File: config.mk
export PLATFORM = sky130hd
export DESIGN_NAME = bahis_giris
export DESIGN_NICKNAME = d
export VERILOG_FILES = /design/src/rtl/bahis_giris.sv
export SDC_FILE = /design/constraint.sdc
export NUM_CORES = 1
export LEC_CHECK = 0
export BUFFER_PORTS_ARGS = -buffer_cell sky130_fd_sc_hd__buf_2
export CELL_PAD_IN_SITES_DETAIL_PLACEMENT = 0
export CELL_PAD_IN_SITES_GLOBAL_PLACEMENT = 2
export CORE_MARGIN = 3
export CORE_UTILIZATION = 35
export CTS_CLUSTER_SIZE = 24
export DETAILED_ROUTE_END_ITERATION = 10
export PLACE_DENSITY_LB_ADDON = 0.1
export SYNTH_ARGS = -nofsm -noshare
export SYNTH_HDL_FRONTEND = slang
export SYNTH_SLANG_ARGS = --single-unit
File: constraint.sdc
create_clock -name saat -period 3.4 [get_ports saat]
set_input_delay 0.17 -clock saat [delete_from_list [all_inputs] [get_ports saat]]
set_output_delay 0.17 -clock saat [all_outputs]
set_load 0.1 [all_outputs]
File: src/rtl/bahis_giris.sv
// bahis_giris: keypad entry of a horse bet (horse 1-3, amount 1-127) presented downstream until accepted.
// Optional BAHIS_ZAMAN_ASIMI_EN adds a 255-cycle idle timeout in the entry states.
module bahis_giris (
  input  logic       saat,
  input  logic       reset,
  input  logic       tus_gecerli,
  input  logic [3:0] tus_kodu,
  input  logic       bahis_alindi,
  output logic [1:0] tahmin_edilen_at,
  output logic [6:0] yatirilan_para,
  output logic       bahis_gecerli,
  output logic       hata,
  output logic [7:0] bahis_sayisi
);
  typedef enum logic [1:0] {BOSTA, AT_SEC, PARA_GIR, SUNUM} state_t;
  state_t state, state_n;
  logic [1:0] at, at_n, hane, hane_n;
  logic [6:0] para, para_n;
  logic [10:0] yeni;
  logic hata_n, iptal, onay, yasak, zaman_asimi;
  assign iptal = tus_kodu == 4'd10;
  assign onay = tus_kodu == 4'd11;
  assign yasak = tus_kodu >= 4'd12;
  assign yeni = {4'd0, para} * 11'd10 + {7'd0, tus_kodu};
`ifdef BAHIS_ZAMAN_ASIMI_EN
  logic [7:0] bekle;
  logic giris;
  assign giris = state == AT_SEC || state == PARA_GIR;
  assign zaman_asimi = giris && !tus_gecerli && bekle == 8'd254;
  // idle cycles since entering the state or since the last strobe
  always_ff @(posedge saat or negedge reset)
    if (!reset) bekle <= 8'd0;
    else bekle <= (!giris || tus_gecerli || state_n != state) ? 8'd0 : bekle + 8'd1;
`else
  assign zaman_asimi = 1'b0;
`endif
  always_comb begin
    state_n = state;
    at_n = at;
    para_n = para;
    hane_n = hane;
    hata_n = 1'b0;
    if (zaman_asimi) begin
      state_n = BOSTA;
      at_n = 2'd0;
      para_n = 7'd0;
      hane_n = 2'd0;
      hata_n = 1'b1;
    end else if (state == SUNUM) begin
      if (bahis_alindi) begin
        state_n = BOSTA;
        at_n = 2'd0;
        para_n = 7'd0;
      end
    end else if (tus_gecerli) begin
      if (yasak) hata_n = 1'b1;
      else if (state == BOSTA) state_n = AT_SEC;
      else if (iptal) begin
        state_n = BOSTA;
        at_n = 2'd0;
        para_n = 7'd0;
        hane_n = 2'd0;
      end else if (state == AT_SEC) begin
        if (tus_kodu >= 4'd1 && tus_kodu <= 4'd3) begin
          state_n = PARA_GIR;
          at_n = tus_kodu[1:0];
          para_n = 7'd0;
          hane_n = 2'd0;
        end else hata_n = 1'b1;
      end else if (onay) begin
        if (para == 7'd0) hata_n = 1'b1;
        else state_n = SUNUM;
      end else if (hane == 2'd3 || yeni > 11'd127) begin
        // a fourth digit always overflows, whatever its value
        state_n = BOSTA;
        at_n = 2'd0;
        para_n = 7'd0;
        hane_n = 2'd0;
        hata_n = 1'b1;
      end else begin
        para_n = yeni[6:0];
        hane_n = hane + 2'd1;
      end
    end
  end
  always_ff @(posedge saat or negedge reset)
    if (!reset) begin
      state <= BOSTA;
      at <= 2'd0;
      para <= 7'd0;
      hane <= 2'd0;
      hata <= 1'b0;
      bahis_sayisi <= 8'd0;
    end else begin
      state <= state_n;
      at <= at_n;
      para <= para_n;
      hane <= hane_n;
      hata <= hata_n;
      if (state == SUNUM && bahis_alindi) bahis_sayisi <= bahis_sayisi + 8'd1;
    end
  assign bahis_gecerli = state == SUNUM;
  assign tahmin_edilen_at = bahis_gecerli ? at : 2'd0;
  assign yatirilan_para = bahis_gecerli ? para : 7'd0;
endmodule

==> results.cfg, run 1 <==
[outcome]
status = finished clean

[timing]
max_freq_ghz = 0.333
timing.final.ws_setup_ps = 398
fin_skew_ps = 11.1
maxSlewViolCount = 0
setup_viol = 0
tightest_slew_ps = 710
period_share_pct = 88.3
setup-tns-final_ps = 0
slew_headroom_pct = 52.0
rsz0062_at_grt = false
finalHoldViolations = 0
timing.final.crit_period_ps = 3000

[clock_network]
tritoncts = yes
clockRootBuffer = clkbuf_8
insertion_delay_ps = 270
cts_buffers = 3
cts.sinks = 22
htreeDepth = 1
cts.repair.resized = 0
clk_path_buf_depth = 2
cts_setup_buffers = 0
path_clk_slew_ps = 90

[die]
dieHeight_um = 75.0
die_w_um = 75.0
initial_core_util_pct = 37.3
core-area_mm2 = 0.00447
die_area_mm2 = 0.00563
boundaryPins = 27
num_rows = 24

[global_routing]
overflow = 0
grt_pass1_vias = 1360
grt_first_pass_wirelength_um = 6670
antenna_found_initial = 0
grt_usage_pct = 15.5
grt_max_degree = 24

[worst_setup_path]
worstSetupPathType = flop to flop
crit_chain = ha_1, ha_1, fa_1, and3_1, or2_2, a221oi_2, nand2_1, o41ai_1
cp.required_ps = 3550
cpMostUsedCell = ha_1
r2r_end = para[4]$_DFFE_PN0P_
cp_max_fo = 6
rrSetupSlack_ps = 400
worstPathArrival_ps = 3150
r2r_start = para[1]$_DFFE_PN0P_
startpoint_type = flop
critPathCaptureType = flop
slowest_stage = dfrtp_1
reg2reg_depth = 8
worst_path_largest_cell_delay_ps = 460

[synth]
synthTopCellsByArea = dfrtp_1 (33%), ha_1 (11%), and3_1 (4.9%)
ys.flop_type = dfrtp_1
synth_top_area_share_pct = 33.0
syn_nets = 203
ys_async_sr_fraction_pct = 100
ys_types = 42
ys_seq_area_share_pct = 33.0
syn_avg_cell_area_um2 = 9.37
synthCells = 178
synth.largest_area_cell = dfrtp_1
ys_ff_latch = 22
yosysWarnings = 0
syn-cell-area_mm2 = 0.00167
synth-edff-count = 0

[drt]
drt-total-wl_um = 4080
drt_iter0_drc = 64
postRouteAntennaNets = 0
vias_per_cell = 5.65
drc = 0
vias = 1434
wl_per_cell_um = 16.1
dr.pass1.iters = 5

[final_layout]
drive_above_1_share_pct = 19.3
final_nets = 228
final_core_util_pct = 42.6
final_common_cell = buf_2
num-fill-cells = 455
insertedDiodeCount = 0
syn_to_final_growth_pct = 14.4
layout_common_cells = buf_2 (26), dfrtp_1 (22), nand2_1 (20)

[min_path]
worstHoldEndpoint = bahis_sayisi[2]$_DFFE_PN0P_
hp-start = bahis_alindi
hold_class = input port to flop
hold_depth = 3

[placement]
io_buffer_count = 26
dpl.hpwl_um = 3140
routabilityCongestion = 0.814
pre_cts_slack_ps = 388

[power]
power_density_mw_per_mm2 = 1010
total_power_w = 0.00193
p_sw_share_pct = 54.5
p_int_w = 0.000878
p_clk_share_pct = 12.8
ir_drop_mv = 0.434
power_switching_w = 0.00105
seqPwrFrac_pct = 25.1
p_comb_share_pct = 62.1
p_leak_nw = 0.963

[run]
maxCapViolations = 0
==> final cells by class <==
| class | count | area (um2) | area share (%) |
|---|---|---|---|
| Sequential cell | 22 | 551 | 28.9 |
| Multi-Input combinational cell | 142 | 1050 | 54.9 |
| Tap cell | 52 | 65.1 | 3.41 |
| Clock buffer | 3 | 41.3 | 2.16 |
| Clock inverter | 1 | 30.0 | 1.57 |
| Inverter | 5 | 18.8 | 0.984 |
| Timing Repair Buffer | 29 | 155 | 8.13 |
==> worst max-delay path: cells and delay by family, from the launching register on <==
kind / cells / cell delay (ps)
flip-flops: 1 / 460
AND/OR/NAND/NOR: 3 / 720
adder cells (fa/ha/maj): 3 / 950
AO/OA/AOI/OAI: 2 / 760
==> registers in the layout, indices dropped and copies added (netlist names) <==
signal,flops
at,2
bahis_sayisi,8
hane,2
hata,1
para,7
state,2
==> routing by layer <==
layer | global-route usage (%) | vias to the layer above | part of all wire (%)
met3 | 2.00 | 4 | 3.3
li1 | - | 701 | -
met5 | 0 | - | 0
met2 | 26.1 | 32 | 48
met4 | 4.15 | 0 | 0.91
met1 | 20.9 | 697 | 48
==> power groups by stage <==
stage               Combinational (W)  Clock, W  Sequential [W]
floorplan                    0.000812         0        0.000634
global placement              0.00121         0        0.000482
detailed placement            0.00121         0        0.000488
CTS                           0.00121  0.000252        0.000482
global route                  0.00132  0.000259        0.000498
finish                        0.00120  0.000247        0.000484
==> how the worst max path moves through the flow <==
stage                        start             endpoint  slack [ps]
2_1_floorplan  para[1]$_DFFE_PN0P_  para[0]$_DFFE_PN0P_         550
3_3_place_gp   para[1]$_DFFE_PN0P_  para[0]$_DFFE_PN0P_         470
3_5_place_dp   para[1]$_DFFE_PN0P_  para[4]$_DFFE_PN0P_         390
4_1_cts        para[1]$_DFFE_PN0P_  para[4]$_DFFE_PN0P_         360
5_1_grt        para[1]$_DFFE_PN0P_  para[4]$_DFFE_PN0P_         130
6_report       para[1]$_DFFE_PN0P_  para[4]$_DFFE_PN0P_         400
==> cell usage after synthesis (all sizes together), types with 2 or more instances <==
master	count
a21oi	13
and3	14
buf	4
clkbuf	5
dfrtp	22
fa	2
ha	15
inv	5
mux2	2
nand2	20
nand2b	2
nand3	4
nand4	4
nand4b	5
nor2	4
nor2b	3
nor3	3
nor3b	2
o21a	2
o21ai	5
o21bai	3
o31ai	3
o41ai	5
or2	2
or3	3
xnor2	9
xor2	4
==> timing repair <==
action | in CTS | in global routing
hold endpoints to repair | 22 | 0
hold buffers | 1 | 0
endpoints found under the setup margin | 0 | 0
==> stage by stage <==
stage,cell area [um2],hold WS (ps),instances
5_1_grt,1910,256,254
2_1_floorplan,1670,-126,178
3_5_place_dp,1830,169,249
3_3_place_gp,1830,168,249
6_report,1910,224,254
4_1_cts,1910,225,254
==> kinds of logic after synthesis <==
family | count (synthesis) | synth area share [%]
xor gates and xnor gates | 13 | 6.83
AOI/OAI and AO/OA | 37 | 15.7
muxes | 2 | 1.35
and+or+nand+nor | 73 | 25.3
DFF | 22 | 33.0
adders and majority gates | 17 | 13.7
buffers and inverters | 14 | 4.20
Note: power is estimated with default switching activity, not from simulation.
==> inputs of run 2 (changes only) <==
==> constraint.sdc (replaced) <==
create_clock -name saat -period 3.4 [get_ports saat]
set_input_delay 0.68 -clock saat [delete_from_list [all_inputs] [get_ports saat]]
set_output_delay 0.68 -clock saat [all_outputs]
set_load 0.01 [all_outputs]
==> run 2 against run 1 <==
Cell count fell by 0.39%. Combinational power fell by 29%. Clock power barely moved. Register-to-register slack barely moved. Global-route usage did not move. Critical endpoint unchanged. Largest power group unchanged. Highest routed layer unchanged.
==> results.cfg, run 2 (synthesis gave the netlist of run 1 again) <==
[drt]
drt-total-wl_um = 4040
vias_per_cell = 5.60
wl_per_cell_um = 16.0
vias = 1417
drc = 0
postRouteAntennaNets = 0
dr.pass1.iters = 4
drt_iter0_drc = 60

[worst_setup_path]
crit_chain = ha_1, ha_1, fa_1, and3_1, or2_2, a221oi_2, nand2_1, o41ai_1
cp.required_ps = 3550
worstSetupPathType = flop to flop
worstPathArrival_ps = 3150
slowest_stage = dfrtp_1
cpMostUsedCell = ha_1
worst_path_largest_cell_delay_ps = 460
cp_top_family = adder cells
cp_max_fo = 6
startpoint_type = flop
critPathCaptureType = flop
path_buf_inv = 0

[timing]
fin_skew_ps = 8.58
slew_headroom_pct = 50.0
max_freq_ghz = 0.332
rsz0062_at_grt = false
tightest_slew_ps = 739
setup_viol = 0
timing.final.crit_period_ps = 3010
setup-tns-final_ps = 0
period_share_pct = 88.5
finalHoldViolations = 0
maxSlewViolCount = 0

[clock_network]
cts_hold_buffers = 0
cts_buffers = 3
insertion_delay_ps = 260
clk_path_buf_depth = 2
path_clk_slew_ps = 90
htreeDepth = 1
cts.sinks = 22
cts.repair.resized = 0
cts_setup_buffers = 0
tritoncts = yes
clockRootBuffer = clkbuf_8

[placement]
numPlacedInstances = 249
io_buffer_count = 26
routabilityCongestion = 0.814
dpl.hpwl_um = 3140

[global_routing]
grt_usage_pct = 15.5
overflow = 0
grt_max_degree = 24
grt_first_pass_wirelength_um = 6670
antenna_found_initial = 0
grt_pass1_vias = 1360

[die]
die_area_mm2 = 0.00563
boundaryPins = 27
die_w_um = 75.0
initial_core_util_pct = 37.3
num_rows = 24
dieHeight_um = 75.0
core-area_mm2 = 0.00447

[final_layout]
final_common_cell = buf_2
final_core_util_pct = 42.4
final_nets = 227
regMostFlops = bahis_sayisi
layout_common_cells = buf_2 (26), dfrtp_1 (22), nand2_1 (20)
largest_reg_flops = 8
drive_above_1_share_pct = 19.4
stdcell_count = 253
reg.largest.list = bahis_sayisi: 8 flops, para: 7 flops
syn_to_final_growth_pct = 13.8
insertedDiodeCount = 0

[power]
p_leak_nw = 0.959
total_power_w = 0.00158
ir_drop_mv = 0.222
power_density_mw_per_mm2 = 831

[run]
maxCapViolations = 0

[outcome]
status = finished clean

[min_path]
hold_class = input port to asynchronous set/reset pin
## run 2: cell types whose count changed in the layout (fill, tap and decap cells not counted), sizes merged
| cell | before | now |
|---|---|---|
| dlygate4sd3 | 1 | 0 |
## run 2: worst reg2reg max path, cell delays in order, from the launching register on
cell and delay (ps):
dfrtp_1 460, ha_1 320, ha_1 220, fa_1 410, and3_1 210, or2_2 280
a221oi_2 400, nand2_1 230, o41ai_1 360
## run 2: final timing paths
kind / cells after the start / from / endpoint / slack, ps
max in group asynchronous: 1 / reset / para[1]$_DFFE_PN0P_ / 2680
min in group saat: 1 / bahis_sayisi[7]$_DFFE_PN0P_ / bahis_sayisi[7]$_DFFE_PN0P_ / 470
hold / removal: 1 / reset / bahis_sayisi[3]$_DFFE_PN0P_ / 370
hold reg to reg: 1 / bahis_sayisi[7]$_DFFE_PN0P_ / bahis_sayisi[7]$_DFFE_PN0P_ / 470
setup reg to reg: 8 / para[1]$_DFFE_PN0P_ / para[4]$_DFFE_PN0P_ / 390
setup / recovery: 8 / para[1]$_DFFE_PN0P_ / para[4]$_DFFE_PN0P_ / 390
## run 2: layout make-up
| class | instances | area [um2] |
|---|---|---|
| Inverter | 5 | 18.8 |
| Sequential cell | 22 | 551 |
| Clock buffer | 3 | 41.3 |
| Clock inverter | 1 | 30.0 |
| Fill cell | 456 | 2580 |
| Multi-Input combinational cell | 142 | 1050 |
| Timing Repair Buffer | 28 | 145 |
| Tap cell | 52 | 65.1 |
## run 2: through the flow
stage / cell area [um2] / setup slack (ps) / hold slack (ps)
after floorplan: 1670 / 554 / 384
after global placement: 1830 / 470 / 455
after detailed placement: 1830 / 388 / 459
after CTS: 1900 / 363 / 391
after global routing: 1900 / 135 / 403
final: 1900 / 392 / 370
## run 2: where the power goes
part / leakage, nW / switching [W] / internal, W
Sequential: 0.284 / 0.000128 / 0.000353
Combinational: 0.638 / 0.000485 / 0.000367
Clock: 0.0357 / 0.0000880 / 0.000157
## run 2: layer usage
metal / wire, um / share of wire, % / track usage, % / vias to the layer above
met3: 144 / 3.6 / 2.00 / 4
li1: - / - / - / 697
met1: 1920 / 48 / 20.9 / 681
met5: 0 / 0 / 0 / -
met2: 1940 / 48 / 26.1 / 35
met4: 37 / 0.92 / 4.15 / 0
